## config.mk

```make
export PLATFORM = sky130hd
export DESIGN_NAME = spectro_readout_seq_flat
export DESIGN_NICKNAME = d
export VERILOG_FILES = /design/src/rtl/spectro_readout_if.sv /design/src/rtl/spectro_readout_seq.sv /design/src/flat_wrapper.sv
export SDC_FILE = /design/constraint.sdc
export NUM_CORES = 1
export LEC_CHECK = 0
export CAP_MARGIN = 20
export CORE_UTILIZATION = 53
export DETAILED_ROUTE_END_ITERATION = 7
export PLACE_DENSITY = 0.88
export REMOVE_ABC_BUFFERS = 1
export SKIP_CTS_REPAIR_TIMING = 1
export SYNTH_ARGS = -nofsm -noshare
export SYNTH_HDL_FRONTEND = slang
export SYNTH_SLANG_ARGS = --single-unit
```

## constraint.sdc

```tcl
create_clock -name clk -period 3.3 [get_ports clk]
set_input_delay 0.99 -clock clk [delete_from_list [all_inputs] [get_ports clk]]
set_output_delay 0.99 -clock clk [all_outputs]
set_load 0.01 [all_outputs]
```

## src/rtl/spectro_readout_if.sv

```systemverilog
// Bundle of readout-sequencer signals: acquisition events and serial back-pressure
// going in, RAM read address/enable and shift-register controls coming out.
// Modports: master = sequencer side, slave = acquisition memory / serial sink side.
interface spectro_readout_if #(
  parameter int NBANK  = 2,
  parameter int DEPTH  = 200,
  parameter int FCNT_W = 16
);
  localparam int BW = $clog2(NBANK);
  localparam int AW = $clog2(DEPTH);

  logic              bank_full;
  logic              mem_done;
  logic [AW-1:0]     last_idx;
  logic              ser_stall;
  logic [BW+AW-1:0]  addr_out;
  logic              re;
  logic              SL_time;
  logic              SL_ch;
  logic              selection_bit;
  logic              serial_readout;
  logic              sending_data;
  logic              overflow;
  logic [FCNT_W-1:0] frame_cnt;

  modport master (
    input  bank_full, mem_done, last_idx, ser_stall,
    output addr_out, re, SL_time, SL_ch, selection_bit, serial_readout,
           sending_data, overflow, frame_cnt
  );

  modport slave (
    output bank_full, mem_done, last_idx, ser_stall,
    input  addr_out, re, SL_time, SL_ch, selection_bit, serial_readout,
           sending_data, overflow, frame_cnt
  );
endinterface

```

## src/rtl/spectro_readout_seq.sv

```systemverilog
// Purpose: per event, shifts out the timestamp then every queued channel bank word by word
//          (full banks over the whole depth, the closing partial bank up to its last index).
// Latency: event start 1 cycle after a bank is queued; re leads each SL_ch by one cycle (1-cycle RAM).
// Backpressure: ser_stall freezes state, counters and address; loads/shifts/re are gated off that cycle.
// Ports: clk, reset (async, active-high), bus (spectro_readout_if.master).
module spectro_readout_seq #(
  parameter int NBANK      = 2,
  parameter int DEPTH      = 200,
  parameter int TS_W       = 30,
  parameter int WORD_SHIFT = 2,
  parameter int FCNT_W     = 16
) (
  input logic              clk,
  input logic              reset,
  spectro_readout_if.master bus
);
  localparam int BW    = $clog2(NBANK);
  localparam int AW    = $clog2(DEPTH);
  localparam int PW    = $clog2(NBANK + 1);
  localparam int MAXSH = (TS_W > WORD_SHIFT) ? TS_W : WORD_SHIFT;
  localparam int CW    = $clog2(MAXSH) + 1;

  localparam logic [AW-1:0] LAST_ADDR = AW'(DEPTH - 1);
  localparam logic [CW-1:0] TS_LAST   = CW'(TS_W - 1);
  localparam logic [CW-1:0] WS_LAST   = CW'(WORD_SHIFT - 1);
  localparam logic [PW-1:0] PEND_MAX  = PW'(NBANK);
  localparam logic [BW-1:0] BANK_LAST = BW'(NBANK - 1);

  typedef enum logic [2:0] {IDLE, TS_LD, TS_SH, BANK_SEL, W_LD, W_SH} state_t;

  state_t            state, state_nx;
  logic [BW-1:0]     rd_bank;
  logic [AW-1:0]     idx;
  logic [AW-1:0]     end_idx;
  logic              cur_full;    // bank being read is a full one (not the closing partial)
  logic              last_word;   // word currently shifting is the bank's last
  logic [CW-1:0]     cnt;
  logic [PW-1:0]     pend;
  logic              part_pend;
  logic [AW-1:0]     last_lat;
  logic              overflow;
  logic [FCNT_W-1:0] frame_cnt;
  logic              sending;

  logic re, sl_time, sl_ch, sel, shift, deq_full, deq_part;
  logic run, have_work, enq_full, lidx_clamp;

  assign run       = !bus.ser_stall;
  assign have_work = (pend != '0) || part_pend;
  // A full bank is dropped when every bank is already waiting.
  assign enq_full  = bus.bank_full && (pend != PEND_MAX);
  assign lidx_clamp = (32'(bus.last_idx) >= 32'(DEPTH));

  always_comb begin
    state_nx = state;
    re       = 1'b0;
    sl_time  = 1'b0;
    sl_ch    = 1'b0;
    sel      = 1'b0;
    shift    = 1'b0;
    deq_full = 1'b0;
    deq_part = 1'b0;
    case (state)
      IDLE:     if (have_work) state_nx = TS_LD;
      TS_LD: begin
        sl_time  = 1'b1;
        state_nx = TS_SH;
      end
      TS_SH: begin
        shift = 1'b1;
        if (cnt == TS_LAST) state_nx = BANK_SEL;
      end
      BANK_SEL: begin
        // Full banks go first so a same-cycle full+partial pair reads in order.
        // re here reads word 0 of the selected bank for the following W_LD.
        if (pend != '0) begin
          deq_full = 1'b1;
          re       = 1'b1;
          state_nx = W_LD;
        end else if (part_pend) begin
          deq_part = 1'b1;
          re       = 1'b1;
          state_nx = W_LD;
        end
      end
      W_LD: begin
        sl_ch    = 1'b1;
        sel      = 1'b1;
        state_nx = W_SH;
      end
      W_SH: begin
        shift = 1'b1;
        sel   = 1'b1;
        if (cnt == WS_LAST) begin
          if (!last_word) begin
            re       = 1'b1;   // idx already points at the next word
            state_nx = W_LD;
          end else if (cur_full) begin
            state_nx = BANK_SEL;
          end else begin
            state_nx = IDLE;
          end
        end
      end
      default:  state_nx = IDLE;
    endcase
    if (bus.ser_stall) begin
      state_nx = state;
      re       = 1'b0;
      sl_time  = 1'b0;
      sl_ch    = 1'b0;
      shift    = 1'b0;
      deq_full = 1'b0;
      deq_part = 1'b0;
    end
  end

  always_ff @(posedge clk or posedge reset) begin
    if (reset) state <= IDLE;
    else       state <= state_nx;
  end

  // Sequencer datapath: counters and addresses only move while the sink is ready.
  always_ff @(posedge clk or posedge reset) begin
    if (reset) begin
      rd_bank   <= '0;
      idx       <= '0;
      end_idx   <= '0;
      cur_full  <= 1'b0;
      last_word <= 1'b0;
      cnt       <= '0;
      frame_cnt <= '0;
      sending   <= 1'b0;
    end else if (run) begin
      case (state)
        IDLE:  if (have_work) sending <= 1'b1;
        TS_LD: cnt <= '0;
        TS_SH: begin
          if (cnt == TS_LAST) idx <= '0;
          else                cnt <= cnt + 1'b1;
        end
        BANK_SEL: begin
          if (deq_full) begin
            end_idx  <= LAST_ADDR;
            cur_full <= 1'b1;
          end else if (deq_part) begin
            end_idx  <= last_lat;
            cur_full <= 1'b0;
          end
        end
        W_LD: begin
          cnt       <= '0;
          last_word <= (idx == end_idx);
          // Stop at end so addr_out never leaves 0..end.
          if (idx != end_idx) idx <= idx + 1'b1;
        end
        W_SH: begin
          if (cnt != WS_LAST) begin
            cnt <= cnt + 1'b1;
          end else if (last_word) begin
            idx     <= '0;
            rd_bank <= (rd_bank == BANK_LAST) ? '0 : rd_bank + 1'b1;
            if (!cur_full) begin
              frame_cnt <= frame_cnt + 1'b1;
              sending   <= 1'b0;
            end
          end
        end
        default: ;
      endcase
    end
  end

  // Pending-bank queue runs regardless of ser_stall so no acquisition event is missed.
  always_ff @(posedge clk or posedge reset) begin
    if (reset) begin
      pend      <= '0;
      part_pend <= 1'b0;
      last_lat  <= '0;
      overflow  <= 1'b0;
    end else begin
      if (enq_full && !deq_full)      pend <= pend + 1'b1;
      else if (!enq_full && deq_full) pend <= pend - 1'b1;

      if (bus.mem_done && !part_pend) begin
        part_pend <= 1'b1;
        last_lat  <= lidx_clamp ? LAST_ADDR : bus.last_idx;
      end else if (deq_part) begin
        part_pend <= 1'b0;
      end

      if ((bus.bank_full && (pend == PEND_MAX)) || (bus.mem_done && part_pend))
        overflow <= 1'b1;
    end
  end

  assign bus.addr_out       = {rd_bank, idx};
  assign bus.re             = re;
  assign bus.SL_time        = sl_time;
  assign bus.SL_ch          = sl_ch;
  assign bus.selection_bit  = sel;
  assign bus.serial_readout = shift;
  assign bus.sending_data   = sending;
  assign bus.overflow       = overflow;
  assign bus.frame_cnt      = frame_cnt;
endmodule
```

## src/flat_wrapper.sv

```systemverilog
// flat-port wrapper written by rule: the top's interface ports become plain ports
module spectro_readout_seq_flat 
#(
  parameter int NBANK      = 2,
  parameter int DEPTH      = 200,
  parameter int TS_W       = 30,
  parameter int WORD_SHIFT = 2,
  parameter int FCNT_W     = 16
)
  (clk, reset, bus_bank_full, bus_mem_done, bus_last_idx, bus_ser_stall, bus_addr_out, bus_re, bus_SL_time, bus_SL_ch, bus_selection_bit, bus_serial_readout, bus_sending_data, bus_overflow, bus_frame_cnt);
  spectro_readout_if #(.NBANK(NBANK), .DEPTH(DEPTH), .FCNT_W(FCNT_W)) bus_i ();
  input logic clk;
  input logic reset;
  input wire logic [$bits(bus_i.bank_full)-1:0] bus_bank_full;
  input wire logic [$bits(bus_i.mem_done)-1:0] bus_mem_done;
  input wire logic [$bits(bus_i.last_idx)-1:0] bus_last_idx;
  input wire logic [$bits(bus_i.ser_stall)-1:0] bus_ser_stall;
  output wire logic [$bits(bus_i.addr_out)-1:0] bus_addr_out;
  output wire logic [$bits(bus_i.re)-1:0] bus_re;
  output wire logic [$bits(bus_i.SL_time)-1:0] bus_SL_time;
  output wire logic [$bits(bus_i.SL_ch)-1:0] bus_SL_ch;
  output wire logic [$bits(bus_i.selection_bit)-1:0] bus_selection_bit;
  output wire logic [$bits(bus_i.serial_readout)-1:0] bus_serial_readout;
  output wire logic [$bits(bus_i.sending_data)-1:0] bus_sending_data;
  output wire logic [$bits(bus_i.overflow)-1:0] bus_overflow;
  output wire logic [$bits(bus_i.frame_cnt)-1:0] bus_frame_cnt;
  assign bus_i.bank_full = bus_bank_full;
  assign bus_i.mem_done = bus_mem_done;
  assign bus_i.last_idx = bus_last_idx;
  assign bus_i.ser_stall = bus_ser_stall;
  assign bus_addr_out = bus_i.addr_out;
  assign bus_re = bus_i.re;
  assign bus_SL_time = bus_i.SL_time;
  assign bus_SL_ch = bus_i.SL_ch;
  assign bus_selection_bit = bus_i.selection_bit;
  assign bus_serial_readout = bus_i.serial_readout;
  assign bus_sending_data = bus_i.sending_data;
  assign bus_overflow = bus_i.overflow;
  assign bus_frame_cnt = bus_i.frame_cnt;
  spectro_readout_seq #(.NBANK(NBANK), .DEPTH(DEPTH), .TS_W(TS_W), .WORD_SHIFT(WORD_SHIFT), .FCNT_W(FCNT_W)) u_core (.clk(clk), .reset(reset), .bus(bus_i));
endmodule
```

---- After elaboration in Yosys (flattened, before gate mapping) ----
Cells that the tools add are included.
word-level totals
  flip-flop bits (word level) ............. 57
  output and inout bits ................... 32
operators by class
  add/subtract/negate cells ............... 6
  order comparisons ....................... 1
  eq/ne operators ......................... 22
  mux-type cells .......................... 49
  bitwise logic cells ..................... 3
  reduce and logical (&&, ||, !) cells .... 30
operator list
  operator                                                         count
  8-bit 2-to-1 mux                                                 7
  1-bit 2-to-1 mux                                                 26
  8-bit one-hot mux with 3 select lines                            1
  3-bit 2-to-1 mux                                                 6
  3-bit one-hot mux with 6 select lines                            1
  6-bit one-hot mux with 3 select lines                            1
  16-bit by 1-bit adder with 16-bit output, second input constant  1
  6-bit 2-to-1 mux                                                 2
  2-bit by 1-bit != test with 1-bit output, second input constant  6
  6-bit AND reduction                                              2
  5-bit AND reduction                                              2
  2-bit nonzero test                                               5
  8-bit by 1-bit adder with 8-bit output, second input constant    1
  8-bit == test                                                    1
  8-bit >= comparator, second input constant                       1
  2-bit != test, second input constant                             4
  8-bit != test                                                    1
  4-bit AND reduction                                              2
  6-bit by 1-bit adder with 6-bit output, second input constant    1
  3-bit by 2-bit == test with 1-bit output, second input constant  2
  3-bit == test, second input constant                             2
  6-bit by 1-bit == test with 1-bit output, second input constant  1
  6-bit by 5-bit == test with 1-bit output, second input constant  1
  1-bit logical AND                                                6
  other kinds (17)                                                 28

---- Depth between registers and ports, before layout ----
Gate-level depths: netlist of the first run.
  depth in word-level cells ............... 7
  depth in mapped cells ................... 8
  gate-level depth less buffers ........... 8

---- Least setup slack after synthesis of the first run ----
OpenSTA, ideal clock, no wires.
  path type ............................... register to output
  start point ............................. reg u_core.cnt[1]
  end point ............................... out bus_re
  arrival time ............................ 1.502 ns
  setup slack ............................. 0.808 ns
  cell stages (with the launch flop) ...... 7
  path buffers ............................ 0
  cell sequence ........................... dfrtp_1 > inv_1 > ha_1 > or4b_4 > nor2_1 > a31oi_1 > nor2_1
between the ends
  word-level cells in the longest chain between the ends .. 4
RTL lines
  element                                   line                        text
  start: declaration                        spectro_readout_seq.sv:37   logic [CW-1:0] cnt;
  start signal: assignment                  spectro_readout_seq.sv:140  else cnt <= cnt + 1'b1;
  start signal: assignment                  spectro_readout_seq.sv:159  cnt <= cnt + 1'b1;
  6-bit by 1-bit == test with 1-bit output  spectro_readout_seq.sv:94   if (cnt == WS_LAST) begin
  1-bit 2-to-1 mux                          spectro_readout_seq.sv:94
  1-bit one-hot mux with 2 select lines     spectro_readout_seq.sv:63   case (state)
  1-bit 2-to-1 mux                          spectro_readout_seq.sv:107  if (bus.ser_stall) begin
  end: declaration                          flat_wrapper.sv:19          output wire logic [$bits(bus_i.re)-1:0] bus_re;
No other way between the ends.

---- Worst setup path after layout of the first run ----
Ends and elaborated chain as after synthesis.

==> results of run 1 <==
==> worst paths after layout <==
kind	slack, ns	startpoint	endpoint	cells past startpoint
max in group asynchronous	1.72	reset	u_core.idx[2]	3
min in group asynchronous	1.02	reset	u_core.bus.frame_cnt[15]	2
min	0.48	u_core.last_lat[7]	u_core.end_idx[7]	1
max	0.21	u_core.cnt[1]	bus_re	7
max reg2reg	0.76	u_core.cnt[1]	u_core.idx[0]	7
min reg2reg	0.48	u_core.last_lat[7]	u_core.end_idx[7]	1
==> logic make-up (layout without fill, tap and decap cells) <==
kind of cell | count (synthesis) | count (layout)
DFF | 57 | 57
adders and majority gates | 5 | 5
buffers and inverters | 24 | 86
muxes | 3 | 3
AOI/OAI and AO/OA | 65 | 65
xor gates and xnor gates | 30 | 30
and+or+nand+nor | 112 | 112
==> power by group through the flow <==
| stage | logic, mW | registers (mW) | clock network [mW] |
|---|---|---|---|
| 3_5_place_dp | 1.01 | 1.18 | 0 |
| 4_1_cts | 1.03 | 1.17 | 0.782 |
| 2_1_floorplan | 0.638 | 1.15 | 0 |
| 5_1_grt | 1.13 | 1.22 | 0.816 |
| 3_3_place_gp | 0.969 | 1.17 | 0 |
| 6_report | 1.02 | 1.19 | 0.773 |
==> worst max-delay path: cells and delay by family (launching register included) <==
kind	cells	cell delay (ns)
and+or+nand+nor	3	0.77
DFF	1	0.41
adders and majority gates	1	0.19
buffers and inverters	2	0.27
AOI/OAI and AO/OA	1	0.12
==> cell type report <==
class,instances,area (sq um),area share [%]
Clock inverter,6,108,2.83
Clock buffer,9,124,3.25
Tap cell,70,87.6,2.30
Sequential cell,57,1430,37.5
Inverter,14,52.6,1.38
Multi-Input combinational cell,215,1450,38.1
Timing Repair Buffer,57,561,14.7
==> routing by layer <==
metal / up-vias / GRT usage [%] / part of all wire (%) / routed length (microns)
met5: - / 0 / 0 / 0
met4: 0 / 10.4 / 1.7 / 114
met2: 78 / 44.4 / 51 / 3480
met1: 1213 / 32.0 / 43 / 2950
li1: 1178 / - / - / -
met3: 13 / 6.90 / 4.9 / 339
==> placed cells by master, fill, tap and decap left out, drive strengths merged, types with 3 or more instances in the layout <==
cell	Yosys	layout
clkbuf	7	9
dlymetal6s2s	0	4
inv	14	14
nor2b	5	5
nand2b	4	4
o22a	8	8
nand2	27	27
buf	3	13
xor2	12	12
a21oi	10	10
a22o	7	7
nor2	28	28
ha	5	5
and3	4	4
a31oi	5	5
xnor2	18	18
dfrtp	57	57
nand4	8	8
nor3	10	10
o21ai	10	10
nand3	10	10
clkdlybuf4s50	0	40
bufinv	0	3
o41ai	3	3
==> flip-flops by register name (all words and copies together) (netlist names), 2 cells and up <==
register,cells
u_core.bus.frame_cnt,16
u_core.cnt,6
u_core.end_idx,8
u_core.idx,8
u_core.last_lat,8
u_core.pend,2
u_core.state,3
==> stage by stage <==
stage,power (mW),worst slack (ns),cells,setup TNS [ns],instance area (sq um)
after floorplan,1.79,0.808,286,0,2920
after global placement,2.14,-0.140,413,-0.357,3560
after detailed placement,2.19,-0.130,413,-0.347,3560
after CTS,2.98,-0.205,428,-0.462,3790
after global routing,3.17,0.0304,428,0,3810
final,2.98,0.205,428,0,3810
==> out/results.tsv, run 1 <==
stage	metric	value	unit
placed_design	routabilityCongestion	0.892	
worst_hold_path	min_path_type	register to register	
yosys	ys.flop_type	dfrtp_1	
yosys	ys_ff_latch	57	
sta	max_slew_margin	43.3	%
yosys	yosysUniqueCellTypes	61	
clocking	cts-root-buf	clkbuf_8	
clocking	cts_htree_levels	3	
yosys	ys_warn_count	0	
yosys	synthCells	296	
global_route	grt_pass1_vias	2528	
sta	drv_slew	0	
drt	via_count	2482	
yosys	synth-simple-area-share	20.3	%
die	fp.coreArea	5240	sq um
placed_design	place_hpwl	4790	microns
critical_path	start_kind	register	
die	die_w	76.8	microns
sta	rsz0062_at_grt	false	
placed_design	port_buffers	44	
power_and_ir_drop	ir_drop	0.000502	V
global_route	grt_pass1_wl	12000	microns
power_and_ir_drop	p_switching	1.06	mW
drt	vias_per_cell	5.80	
yosys	synth_mux_area_share	1.10	%
finish	layout-drive-gt1-share	12.6	%
sta	max_freq	0.323	GHz
yosys	synth_fa_ha_area_share	2.11	%
clocking	clock_sinks	57	
yosys	synth_compound_area_share	16.3	%
clocking	clk_latency	0.34	ns
critical_path	end_kind	output pin	
power_and_ir_drop	p_leak	1.68	nW
yosys	synth_xor_area_share	8.86	%
critical_path	cp_max_fo	5	
yosys	async_flop_share	100	%
sta	finalClockSkew	0.00579	ns
finish	diodes	0	
yosys	synth-edff-count	0	
power_and_ir_drop	p_comb_share	34.3	%
critical_path	critPathKind	register to output pin	
yosys	yosys-top-cells-area	dfrtp_1, xnor2_1, nor2_1, xor2_1, nand2_1	
sta	worst_pin_slew	0.840	ns
die	pin_count	45	
global_route	grt_usage	26.3	%
yosys	synth_top_area_share	48.1	%
run_status	status	finished, final reports clean	
sta	finalCriticalPeriod	3.09	ns
drt	ant_nets	0	
finish	nets	372	
yosys	synth_top_family_by_area	simple AND/OR/NAND/NOR gates	
die	initial_core_util	56.6	%
die	num_rows	26	
critical_path	cpMaxStageDelayCell	or4b_4	
global_route	antenna_found_initial	0	
drt	drtIter0Drc	227	
clocking	path_clk_slew	0.06	ns
critical_path	max_stage_delay	0.52	ns
sta	setup_viol	0	
yosys	ys_top_cells_by_count	dfrtp_1, nor2_1, nand2_1	
finish	num-fill-cells	355	
power_and_ir_drop	seqPwrFrac	39.8	%
global_route	grt_overflow_total	0	
sta	fin_hold_ws	0.481	ns
global_route	grt_max_degree	33	
yosys	synth.largest_area_cell	dfrtp_1	
drt	drc	0	
critical_path	cp_cell_sequence	inv_1, ha_1, or4b_4, nor2_2, a31oi_1, nor2_1, dlymetal6s2s_1	
power_and_ir_drop	p_clk_share	25.9	%
sta	hold_viol_final	0	
yosys	yosysMostFrequentCell	dfrtp_1	
power_and_ir_drop	p_per_area	783	nW/um^2
power_and_ir_drop	switching_share	35.4	%
power_and_ir_drop	p_int	1.93	mW
die	dieArea	5900	sq um
drt	dr.pass1.iters	4	
yosys	syn_avg_cell_area	10.0	sq um
clocking	clock_path_buffers	2	
job	drv_cap	0	
drt	avgRoutedWirePerCell	16.1	microns
finish	syn_to_final_growth	28.4	%
yosys	seq_area_frac_synth	48.1	%
sta	period_share	93.8	%
drt	wl	6890	microns
critical_path	required	2.31	ns
critical_path	crit_arrival	2.10	ns
clocking	cts_tree	yes	
clocking	numCtsBuffers	9	
finish	utilization	72.7	%
die	die_h	76.8	microns
yosys	syn-cell-area	2970	sq um
No activity file was read; power rests on OpenSTA's default activity.
==> run 2, diff against run 1 <==
--- a/config.mk
+++ b/config.mk
@@ -14,3 +14,4 @@
 export SYNTH_ARGS = -nofsm -noshare
 export SYNTH_HDL_FRONTEND = slang
 export SYNTH_SLANG_ARGS = --single-unit
+export TNS_END_PERCENT = 20
==> results of run 2 <==
No change in the layout: final DEF, timing and power equal those of run 1.
==> run 3, diff against run 2 <==
--- a/config.mk
+++ b/config.mk
@@ -5,10 +5,13 @@
 export SDC_FILE = /design/constraint.sdc
 export NUM_CORES = 1
 export LEC_CHECK = 0
+export ABC_AREA = 1
 export CAP_MARGIN = 20
+export CORE_MARGIN = 5
 export CORE_UTILIZATION = 53
 export DETAILED_ROUTE_END_ITERATION = 7
-export PLACE_DENSITY = 0.88
+export GPL_TIMING_DRIVEN = 0
+export PLACE_DENSITY = 0.86
 export REMOVE_ABC_BUFFERS = 1
 export SKIP_CTS_REPAIR_TIMING = 1
 export SYNTH_ARGS = -nofsm -noshare
==> out/results.tsv, run 3 <==
stage	metric	value	unit
run_status	status	finished, final reports clean	
finish	nets	518	
finish	diodes	0	
yosys	syn_avg_cell_area	7.32	sq um
critical_path	r2r_slack	0.93	ns
global_route	grt_pass1_wl	13300	microns
yosys	synth-simple-area-share	35.0	%
yosys	synth_xor_area_share	3.72	%
yosys	async_flop_share	100	%
sta	drv_slew	0	
yosys	seq_area_frac_synth	43.2	%
critical_path	cp_max_fo	4	
clocking	clk_latency	0.34	ns
sta	worst_pin_slew	0.738	ns
finish	syn_to_final_growth	21.9	%
drt	via_count	3098	
placed_design	place_hpwl	5580	microns
drt	avgRoutedWirePerCell	13.2	microns
global_route	grt_max_degree	42	
critical_path	cpMaxStageDelayCell	clkdlybuf4s50_1	
critical_path	cp_cell_sequence	inv_1, ha_1, inv_1, nor2_1, nand3_2, o21a_1, nor2_1, clkdlybuf4s50_1	
clocking	numCtsBuffers	9	
sta	setup_viol	0	
die	dieArea	7900	sq um
power_and_ir_drop	ir_drop	0.000354	V
worst_hold_path	hold_depth	2	
yosys	yosysMostFrequentCell	nand2_1	
job	drv_cap	0	
yosys	synthCells	451	
yosys	synth_compound_area_share	7.96	%
placed_design	port_buffers	44	
sta	setup_tns	0	ns
critical_path	critPathKind	register to output pin	
die	num_rows	28	
drt	vias_per_cell	5.34	
finish	instances_no_fill	580	
yosys	synth-edff-count	0	
critical_path	required	2.31	ns
sta	hold_viol_final	0	
drt	wl	7680	microns
sta	finalCriticalPeriod	3.13	ns
yosys	syn-cell-area	3300	sq um
yosys	yosysUniqueCellTypes	32	
finish	layout-drive-gt1-share	8.12	%
critical_path	critical_path_buf_inv_count	3	
worst_hold_path	hold_end	u_core.bus.overflow	
power_and_ir_drop	p_total	2.69	mW
yosys	synth.largest_area_cell	dfrtp_1	
global_route	grt_usage	21.8	%
die	initial_core_util	55.1	%
sta	rsz0062_at_grt	false	
power_and_ir_drop	p_per_area	669	nW/um^2
finish	final_common_cell	nand2_1	
finish	largest_register	u_core.bus.frame_cnt	
sta	fin_hold_ws	0.473	ns
critical_path	reg2reg_to	u_core.bus.frame_cnt[3]	
yosys	yosys-top-cells-area	dfrtp_1, nand2_1, inv_1, nor2_1, o21ai_0	
drt	drc	0	
critical_path	start_kind	register	
critical_path	end_kind	output pin	
finish	final_cell_mix	nand2_1, dfrtp_1, inv_1	
die	die_h	88.9	microns
critical_path	crit_arrival	2.14	ns
drt	drtIter0Drc	228	
global_route	antenna_found_initial	0	
clocking	cts_htree_levels	3	
die	fp.coreArea	5990	sq um
critical_path	r2r-start	u_core.cnt[1]	
clocking	cts-root-buf	clkbuf_8	
yosys	ys_top_cells_by_count	nand2_1, dfrtp_1, inv_1	
drt	ant_nets	0	
clocking	path_clk_slew	0.06	ns
critical_path	crit_family	buffers and inverters	
die	pin_count	45	
global_route	grt_pass1_vias	2940	
clocking	clock_path_buffers	2	
sta	max_slew_margin	50.2	%
placed_design	place_inst	564	
clocking	clock_sinks	57	
power_and_ir_drop	p_leak	1.96	nW
yosys	synth_top_family_by_area	simple AND/OR/NAND/NOR gates	
critical_path	max_stage_delay	0.54	ns
yosys	synth_fa_ha_area_share	1.90	%
drt	dr.pass1.iters	5	
sta	finalClockSkew	0.0102	ns
global_route	grt_overflow_total	0	
yosys	ys_ff_latch	57	
yosys	ys_warn_count	0	
sta	period_share	94.9	%
clocking	cts_tree	yes	
critical_path	reg2reg_depth	10	
yosys	ys.flop_type	dfrtp_1	
sta	max_freq	0.319	GHz
finish	largest_register_ffs	16	
yosys	synth_top_area_share	43.2	%
worst_hold_path	min_path_type	register to register	
die	die_w	88.9	microns
worst_hold_path	hold_start	u_core.bus.overflow	
placed_design	routabilityCongestion	0.992	
yosys	synth_mux_area_share	0	%
## run 3: changes by cell type in the layout (fill, tap and decap cells not counted), moves of 6 or more
cell | previous run | this run
nand2_1 | 27 | 143
inv_1 | 13 | 52
nor2_1 | 27 | 50
o21ai_0 | 10 | 31
nand3_1 | 9 | 28
buf_4 | 12 | 0
xnor2_1 | 18 | 6
o21ai_1 | 0 | 8
o22a_1 | 8 | 0
a22o_1 | 7 | 0
clkbuf_8 | 9 | 15
## run 3: layout make-up
type | count | area, sq um
inverter | 59 | 223
clock buffer | 15 | 206
multi-input combinational | 328 | 1610
tap | 75 | 93.8
sequential | 57 | 1430
fill | 472 | 1970
timing repair buffer | 45 | 463
clock inverter | 1 | 5.00
## run 3: through the flow
| stage | setup WS (ns) | utilization (%) | cell area, sq um |
|---|---|---|---|
| 6_report | 0.168 | 67.1 | 4020 |
| 5_1_grt | 0.0368 | 67.1 | 4020 |
| 4_1_cts | -0.0786 | 67.1 | 4020 |
| 3_5_place_dp | -0.0772 | 63.5 | 3810 |
| 3_3_place_gp | -0.107 | 63.2 | 3790 |
| 2_1_floorplan | 0.910 | - | 3250 |
## run 3: how the worst max path moves through the flow
stage,start,to,slack [ns],cells after the start
finish,u_core.cnt[1],bus_re,0.17,8
CTS,bus_ser_stall,bus_SL_ch,-0.08,3
detailed placement,bus_ser_stall,bus_SL_ch,-0.08,3
global placement,reset,u_core.pend[1],-0.11,2
global route,u_core.cnt[1],bus_re,0.04,8
floorplan,reset,u_core.bus.frame_cnt[0],0.91,1
## run 3: kinds of logic after synthesis
| family | count (synthesis) |
|---|---|
| AND/OR/NAND/NOR | 259 |
| buffers and inverters | 66 |
| flip-flops | 57 |
| AO/OA/AOI/OAI | 50 |
| XOR/XNOR | 14 |
| adder cells (fa/ha/maj) | 5 |
## run 3: metal layers
layer,wire length [microns],track usage (%),up-vias,part of all wire (%)
li1,-,-,1530,-
met1,3380,28.5,1435,44
met2,3660,34.6,119,48
met3,452,4.79,14,5.9
met4,188,9.75,0,2.4
met5,0,0,-,0
## run 3: worst reg2reg max path: cells and delay by family (launching register included)
kind	cells	cell delay, ns
adder cells (fa/ha/maj)	1	0.14
buffers and inverters	3	0.54
flip-flops	1	0.41
AND/OR/NAND/NOR	6	1.24
## run 3: power by group
| group | switching (mW) | leakage, nW | internal (mW) | total (mW) |
|---|---|---|---|---|
| clock network | 0.281 | 0.112 | 0.395 | 0.676 |
| registers | 0.175 | 0.714 | 0.892 | 1.07 |
| logic | 0.579 | 1.13 | 0.369 | 0.948 |
| total | 1.04 | 1.96 | 1.66 | 2.69 |
